`config.mk`:
```
export PLATFORM = sky130hd
export DESIGN_NAME = lsu_data_if
export DESIGN_NICKNAME = d
export VERILOG_FILES = /design/src/rtl/lsu_data_if.sv
export SDC_FILE = /design/constraint.sdc
export NUM_CORES = 1
export LEC_CHECK = 0
export BUFFER_PORTS_ARGS = -buffer_cell sky130_fd_sc_hd__buf_4
export CORE_MARGIN = 4
export CORE_UTILIZATION = 55
export CTS_CLUSTER_SIZE = 40
export DETAILED_ROUTE_END_ITERATION = 10
export HOLD_SLACK_MARGIN = 0.02
export PLACE_DENSITY = 0.87
export SETUP_SLACK_MARGIN = 0.1
export SKIP_LAST_GASP = 1
export SLEW_MARGIN = 30
export SYNTH_ARGS = -nofsm -noshare
export SYNTH_HDL_FRONTEND = slang
export SYNTH_SLANG_ARGS = --single-unit
```
`constraint.sdc`:
```
create_clock -name clk -period 4.7 [get_ports clk]
set_input_delay 0.94 -clock clk [delete_from_list [all_inputs] [get_ports clk]]
set_output_delay 0.94 -clock clk [all_outputs]
set_load 0.01 [all_outputs]
```
`src/rtl/lsu_data_if.sv`:
```
// rtl/lsu_data_if.sv - load/store adapter between the core memory stage and a word-wide data_mem
// Sub-word stores go through read-modify-write because data_mem has no byte enables.
module lsu_data_if #(
    parameter int ADDR_W = 32
) (
    input  logic              clk,
    input  logic              rst_n,
    input  logic              core_req_i,
    input  logic              core_we_i,
    input  logic [2:0]        core_size_i,
    input  logic [ADDR_W-1:0] core_addr_i,
    input  logic [31:0]       core_wd_i,
    output logic [31:0]       core_rd_o,
    output logic              core_stall_o,
    output logic              err_o,
    output logic [ADDR_W-1:0] mem_addr_o,
    output logic [31:0]       mem_wd_o,
    output logic              mem_we_o,
    input  logic [31:0]       mem_rd_i
);

    typedef enum logic [1:0] {
        S_IDLE,
        S_LOAD_WAIT,
        S_RMW_READ,
        S_RMW_WRITE
    } state_t;

    state_t            r_state;
    logic [ADDR_W-1:0] r_addr;
    logic [2:0]        r_size;
    logic [15:0]       r_data;
    logic [31:0]       r_merge;

    logic        w_idle;
    logic        w_size_ok;
    logic        w_align_bad;
    logic        w_err;
    logic        w_accept;
    logic        w_sw;
    logic        w_rmw;
    logic        w_load;
    logic [4:0]  w_byte_sh;
    logic [4:0]  w_half_sh;
    logic [7:0]  w_byte;
    logic [15:0] w_half;
    logic [31:0] w_load_data;
    logic [31:0] w_merge;

    assign w_idle = (r_state == S_IDLE);

    always_comb begin
        w_size_ok = 1'b0;
        if (core_we_i) begin
            w_size_ok = (core_size_i == 3'b000) || (core_size_i == 3'b001) ||
                        (core_size_i == 3'b010);
        end else begin
            w_size_ok = (core_size_i == 3'b000) || (core_size_i == 3'b001) ||
                        (core_size_i == 3'b010) || (core_size_i == 3'b100) ||
                        (core_size_i == 3'b101);
        end
    end

    assign w_align_bad = ((core_size_i[1:0] == 2'b10) && (core_addr_i[1:0] != 2'b00)) ||
                         ((core_size_i[1:0] == 2'b01) && core_addr_i[0]);
    assign w_err    = w_idle && core_req_i && (!w_size_ok || w_align_bad);
    assign w_accept = w_idle && core_req_i && !w_err;
    assign w_sw     = w_accept && core_we_i && (core_size_i == 3'b010);
    assign w_rmw    = w_accept && core_we_i && (core_size_i != 3'b010);
    assign w_load   = w_accept && !core_we_i;

    // Lane positions come from the latched offset; core_* may already have moved on.
    assign w_byte_sh = {r_addr[1:0], 3'b000};
    assign w_half_sh = {r_addr[1], 4'b0000};
    assign w_byte    = mem_rd_i[w_byte_sh +: 8];
    assign w_half    = mem_rd_i[w_half_sh +: 16];

    always_comb begin
        w_load_data = mem_rd_i;
        case (r_size)
            3'b000:  w_load_data = {{24{w_byte[7]}}, w_byte};
            3'b001:  w_load_data = {{16{w_half[15]}}, w_half};
            3'b100:  w_load_data = {24'd0, w_byte};
            3'b101:  w_load_data = {16'd0, w_half};
            default: w_load_data = mem_rd_i;
        endcase
    end

    always_comb begin
        w_merge = mem_rd_i;
        if (r_size[1:0] == 2'b00) begin
            w_merge[w_byte_sh +: 8] = r_data[7:0];
        end else begin
            w_merge[w_half_sh +: 16] = r_data;
        end
    end

    // Strobes are forced low while reset is held so no partial write can escape.
    always_comb begin
        core_stall_o = rst_n && ((w_load || w_rmw) || (r_state == S_RMW_READ));
        mem_we_o     = rst_n && (w_sw || (r_state == S_RMW_WRITE));
        err_o        = rst_n && w_err;
        mem_wd_o     = w_idle ? core_wd_i : r_merge;
        mem_addr_o   = w_idle ? {core_addr_i[ADDR_W-1:2], 2'b00} : {r_addr[ADDR_W-1:2], 2'b00};
        core_rd_o    = (r_state == S_LOAD_WAIT) ? w_load_data : 32'd0;
    end

    always_ff @(posedge clk or negedge rst_n) begin
        if (!rst_n) begin
            r_state <= S_IDLE;
            r_addr  <= '0;
            r_size  <= 3'd0;
            r_data  <= 16'd0;
            r_merge <= 32'd0;
        end else begin
            case (r_state)
                S_IDLE: begin
                    if (w_load || w_rmw) begin
                        r_addr  <= core_addr_i;
                        r_size  <= core_size_i;
                        r_data  <= core_wd_i[15:0];
                        r_state <= w_load ? S_LOAD_WAIT : S_RMW_READ;
                    end
                end
                S_LOAD_WAIT: r_state <= S_IDLE;
                S_RMW_READ: begin
                    r_merge <= w_merge;
                    r_state <= S_RMW_WRITE;
                end
                S_RMW_WRITE: r_state <= S_IDLE;
            endcase
        end
    end

endmodule

```
# Word-level counts from Yosys, hierarchy flattened
# Cells that the tools add are included.
[classes]
reduce_logical = 31
n_addsub = 2
n_mux = 11
eq_ne = 14
n_shift = 6
[op_table]
columns = ["operator", "n"]
rows = [
  ["$mux W32", 4],
  ["$pmux W32 S4", 1],
  ["$bwmux W32", 2],
  ["$shift A16 B7 Y32 const A", 1],
  ["$shift A8 B7 Y32 const A", 1],
  ["$shiftx A16 B7 Y32", 1],
  ["$shiftx A32 B6 Y16", 1],
  ["$shiftx A32 B6 Y8", 1],
  ["$shiftx A8 B7 Y32", 1],
  ["$neg A5 Y7", 2],
  ["$eq A3 B3 Y1 const B", 4],
  ["$logic_and A1 B1 Y1", 12],
  ["$logic_or A1 B1 Y1", 9],
  ["$eq A2 B2 Y1 const B", 3],
  ["$eq A3 B1 Y1 const B", 2],
  ["$logic_not A3 Y1", 2],
  ["$pmux W2 S3", 1],
  ["$eq A2 B1 Y1 const B", 2],
  ["$logic_not A2 Y1", 2],
  ["$mux W2", 2],
  ["$eq A3 B2 Y1 const B", 1],
  ["$logic_not A1 Y1", 3],
  ["$ne A3 B2 Y1 const B", 1],
  ["$ne A2 B1 Y1 const B", 1],
  ["other kinds (4)", 4],
]
[word_totals]
reg_bits = 85
out_inout_bits = 99
in_bits = 103
elab_cells = 69

# Logic depth before layout (Yosys ltp)
[depth]
depth_word = 16
ltp_mapped = 8
mapped_depth_nobuf = 6

# Least setup slack after synthesis
# No wires, ideal clock.
[synth_path]
path_type = "input-to-output"
from = "in core_size_i[0]"
to = "out mem_we_o"
path_stages = 4
path_buffers = 0
required_time_ns = 3.760
slack_ns = 1.396
arrival_ns = 2.364
cell_sequence = "or4_4 > a21boi_4 > or4b_1 > a21boi_1"
[synth_between]
elab_chain_len = 15
word_cells_on_any_way = 24
classes_between = "6 x eq/ne; 1 x mux; 17 x reduce/logical"
[synth_lines]
columns = ["item", "line_no", "text"]
rows = [
  ["start: declaration", "10", "input logic [2:0] core_size_i,"],
  ["$eq A3 B1 Y1 or $logic_not A3 Y1 (tied branches)", "55, 58", ""],
  ["$logic_or A1 B1 Y1 (2 in series)", "55, 58", ""],
  ["$logic_or A1 B1 Y1 (2 in series)", "59", "(core_size_i == 3'b010) || (core_size_i == 3'b100) ||"],
  ["$mux W1", "54", "if (core_we_i) begin"],
  ["$logic_not A1 Y1", "66", "assign w_err = w_idle && core_req_i && (!w_size_ok || w_align_bad);"],
  ["$logic_or A1 B1 Y1", "66", ""],
  ["$logic_and A1 B1 Y1", "66", ""],
  ["$logic_not A1 Y1", "67", "assign w_accept = w_idle && core_req_i && !w_err;"],
  ["$logic_and A1 B1 Y1", "67", ""],
  ["$logic_and A1 B1 Y1", "68", "assign w_sw = w_accept && core_we_i && (core_size_i == 3'b010);"],
  ["$logic_and A1 B1 Y1 *", "68", ""],
  ["$logic_or A1 B1 Y1 *", "101", "mem_we_o = rst_n && (w_sw || (r_state == S_RMW_WRITE));"],
  ["$logic_and A1 B1 Y1 *", "101", ""],
  ["end: declaration", "18", "output logic mem_we_o,"],
]
# Every way passes the cells marked *; elsewhere a longest branch is shown, timed or not.

# Worst setup path after layout
[layout_path]
from = "reg r_addr[1]"
to = "out core_rd_o[9]"
[layout_between]
elab_chain_len = 3
word_cells_on_any_way = 4
classes_between = "2 x shift; 2 x mux"
[layout_lines]
columns = ["item", "line_no", "text"]
rows = [
  ["start: declaration", "30", "logic [ADDR_W-1:0] r_addr;"],
  ["start signal: assignment", "119", "r_addr <= core_addr_i;"],
  ["$shiftx A32 B6 Y16 or $shiftx A32 B6 Y8 (tied branches)", "76, 75", ""],
  ["$pmux W32 S4 *", "80", "case (r_size)"],
  ["$mux W32 *", "105", "core_rd_o = (r_state == S_LOAD_WAIT) ? w_load_data : 32'd0;"],
  ["end: declaration", "13", "output logic [31:0] core_rd_o,"],
]
# Marks and branches as above.

==> results.json <==
{
  "status": "finished, final reports clean",
  "cts_max_level": 3,
  "antenna_found_initial": 0,
  "yosysSeqAreaShare": 0.381,
  "crit_type": "flop to output pin",
  "grtUsageTotal": 0.300,
  "clock_skew_ns": 0.0115,
  "max_cap_viol_count": 0,
  "period_needed_ns": 3.84,
  "nNetsFinal": 802,
  "synth.most_common_cell": "dfrtp_1",
  "synth_edf_count": 0,
  "maxSlewHeadroom": 0.403,
  "hold_buffers": 0,
  "grt_pass1_wl_mm": 27.2,
  "antenna_cells": 0,
  "gr-total-overflow": 0,
  "cts_buffers": 9,
  "min_path_type": "flop to flop",
  "fmax_mhz": 260,
  "critPathLaunchType": "flop",
  "core_sq_mm": 0.00982,
  "post-route-period-util": 0.817,
  "firstDrtPassIters": 5,
  "vias": 5251,
  "io_pins": 202,
  "synth_seq_cells": 85,
  "wl_mm": 17.7,
  "synth.top_cell.area_share": 0.381,
  "path_clk_slew_ns": 0.08,
  "setup_viol": 0,
  "synth-async-reset-ratio": 1.00,
  "ff_latch_area_sq_mm": 0.00213,
  "synth.distinct_cells": 41,
  "rsz0062_at_grt": "false",
  "cts-root-buf": "clkbuf_8",
  "worst_pin_slew_ns": 0.888,
  "syn_area_sq_mm": 0.00558,
  "powerDensity_mw_per_mm2": 726,
  "multiInputGateArea_sq_mm": 0.00319,
  "post_cts_buffers": 0,
  "clk_latency_ns": 0.37,
  "grt_pass1_vias": 5240,
  "yosysTopAreaCell": "dfrtp_1",
  "crit_arrival_ns": 2.90,
  "die_w_microns": 109,
  "drive_above_1_share": 0.421,
  "syn_inst": 524,
  "hpwlAfterDp_mm": 12.9,
  "finalInstanceArea_sq_mm": 0.00731,
  "drt_iter0_drc": 527,
  "synth_area_leaders": "dfrtp_1 (38%), mux2_2 (13%), mux2_1 (10%)",
  "hold_viol": 0,
  "die_y_microns": 109,
  "portBuffers": 199,
  "cts_tree": "yes",
  "fin_util": 0.745,
  "place_area_sq_mm": 0.00709,
  "clkSinkCount": 85,
  "initial_core_util": 0.568,
  "clock_path_buffers": 2,
  "place_ws_ns": 1.15,
  "critPathRequiredTime_ns": 3.76,
  "p_leak_nw": 3.50,
  "avgSynthCellArea_sq_um": 10.7,
  "cp_max_fo": 34,
  "fin_ws_ns": 0.861,
  "via_per_inst": 6.31,
  "fin_setup_tns_ns": 0,
  "grt_max_degree": 86,
  "ys_top_cells_by_count": "dfrtp_1 (85), mux2_2 (62), mux2_1 (51), nand2_1 (47), a21oi_1 (45)",
  "die_area_sq_mm": 0.0118,
  "gp_congestion": 0.976,
  "ant_nets": 0,
  "n_fill_cell": 693,
  "cts-resized-gates": 0,
  "peakVddDrop_v": 0.000456,
  "num_rows": 36,
  "synth_ff_type": "dfrtp_1",
  "yosys_warnings": 0,
  "drc_errors": 0,
  "cp-end-kind": "output pin",
  "area_delta_synth_final_pct": 31.0,
  "drv_slew": 0,
  "wire_per_inst_microns": 21.2
}
-- through the flow --
step	total power, mW	std cells	hold WS [ns]
finish	5.31	832	0.494
global route	5.63	832	0.517
CTS	5.28	832	0.502
detailed placement	4.67	816	0.481
global placement	4.56	816	0.470
floorplan	3.46	525	0.460
-- critical path, cell delays in order, from the launching register on --
cell,delay (ns)
dfrtp_2,0.91
mux4_2,0.35
nor2b_1,0.26
nand2b_1,0.26
a221oi_1,0.51
buf_4,0.22
-- cell type report --
type                    count  share of cell area
clock buffers              10              0.0188
clock inverters             6              0.0118
inverters                  16             0.00821
multi-input cells         379               0.437
flip-flops and latches     85               0.291
well taps                 133              0.0228
repair buffers            203               0.211
-- flip-flops by register name, summed over array words and instances, names as in the netlist --
| signal | flops |
|---|---|
| r_addr | 32 |
| r_merge | 32 |
| r_data | 16 |
| r_size | 3 |
| r_state | 2 |
-- path summary, 6_finish.rpt --
path	start	to	slack, ns	cells after the start
min	r_addr[27]	r_addr[27]	0.49	1
min reg2reg	r_addr[27]	r_addr[27]	0.49	1
max reg2reg	r_addr[1]	r_merge[7]	1.52	6
max	r_addr[1]	core_rd_o[9]	0.86	5
min in group asynchronous	rst_n	r_data[8]	0.75	2
max in group asynchronous	rst_n	r_addr[1]	3.40	2
-- cells in the final DEF (no fill, tap or decap), types with 2 or more instances in the layout --
| cell | count |
|---|---|
| a21oi_1 | 45 |
| nand3_1 | 3 |
| clkinv_2 | 2 |
| o21ai_0 | 8 |
| mux2_2 | 62 |
| a22o_1 | 32 |
| dfrtp_1 | 84 |
| inv_1 | 13 |
| clkinv_1 | 2 |
| o22ai_1 | 5 |
| nor2b_1 | 3 |
| nor3_1 | 6 |
| a221oi_1 | 8 |
| ha_1 | 5 |
| a221o_1 | 33 |
| nand2b_1 | 4 |
| buf_4 | 201 |
| mux2i_1 | 36 |
| bufinv_16 | 2 |
| conb_1 | 2 |
| o211ai_1 | 2 |
| nor2_1 | 10 |
| nand2_1 | 47 |
| mux2_1 | 51 |
| clkbuf_8 | 10 |
-- per-layer routing --
metal	wire, microns	track usage	part of all wire
met2	8450	0.488	0.48
met4	836	0.162	0.047
met5	0	0	0
met1	6440	0.368	0.36
met3	1950	0.0740	0.11
-- where the power goes --
group	switching [mW]	internal (mW)
Sequential	0.465	1.10
Clock	0.273	0.313
Combinational	1.52	1.65
-- logic make-up (layout without fill, tap and decap cells) --
logic type / Yosys count / after routing / share of synthesized area
fa+ha+maj: 5 / 5 / 0.0112
simple gates: 85 / 85 / 0.0744
compound gates: 137 / 137 / 0.185
buf+inv: 61 / 235 / 0.0509
flops: 85 / 85 / 0.381
other cells: 1 / 2 / 0.000672
mux: 150 / 150 / 0.297
Note: power is estimated with default switching activity, not from simulation.
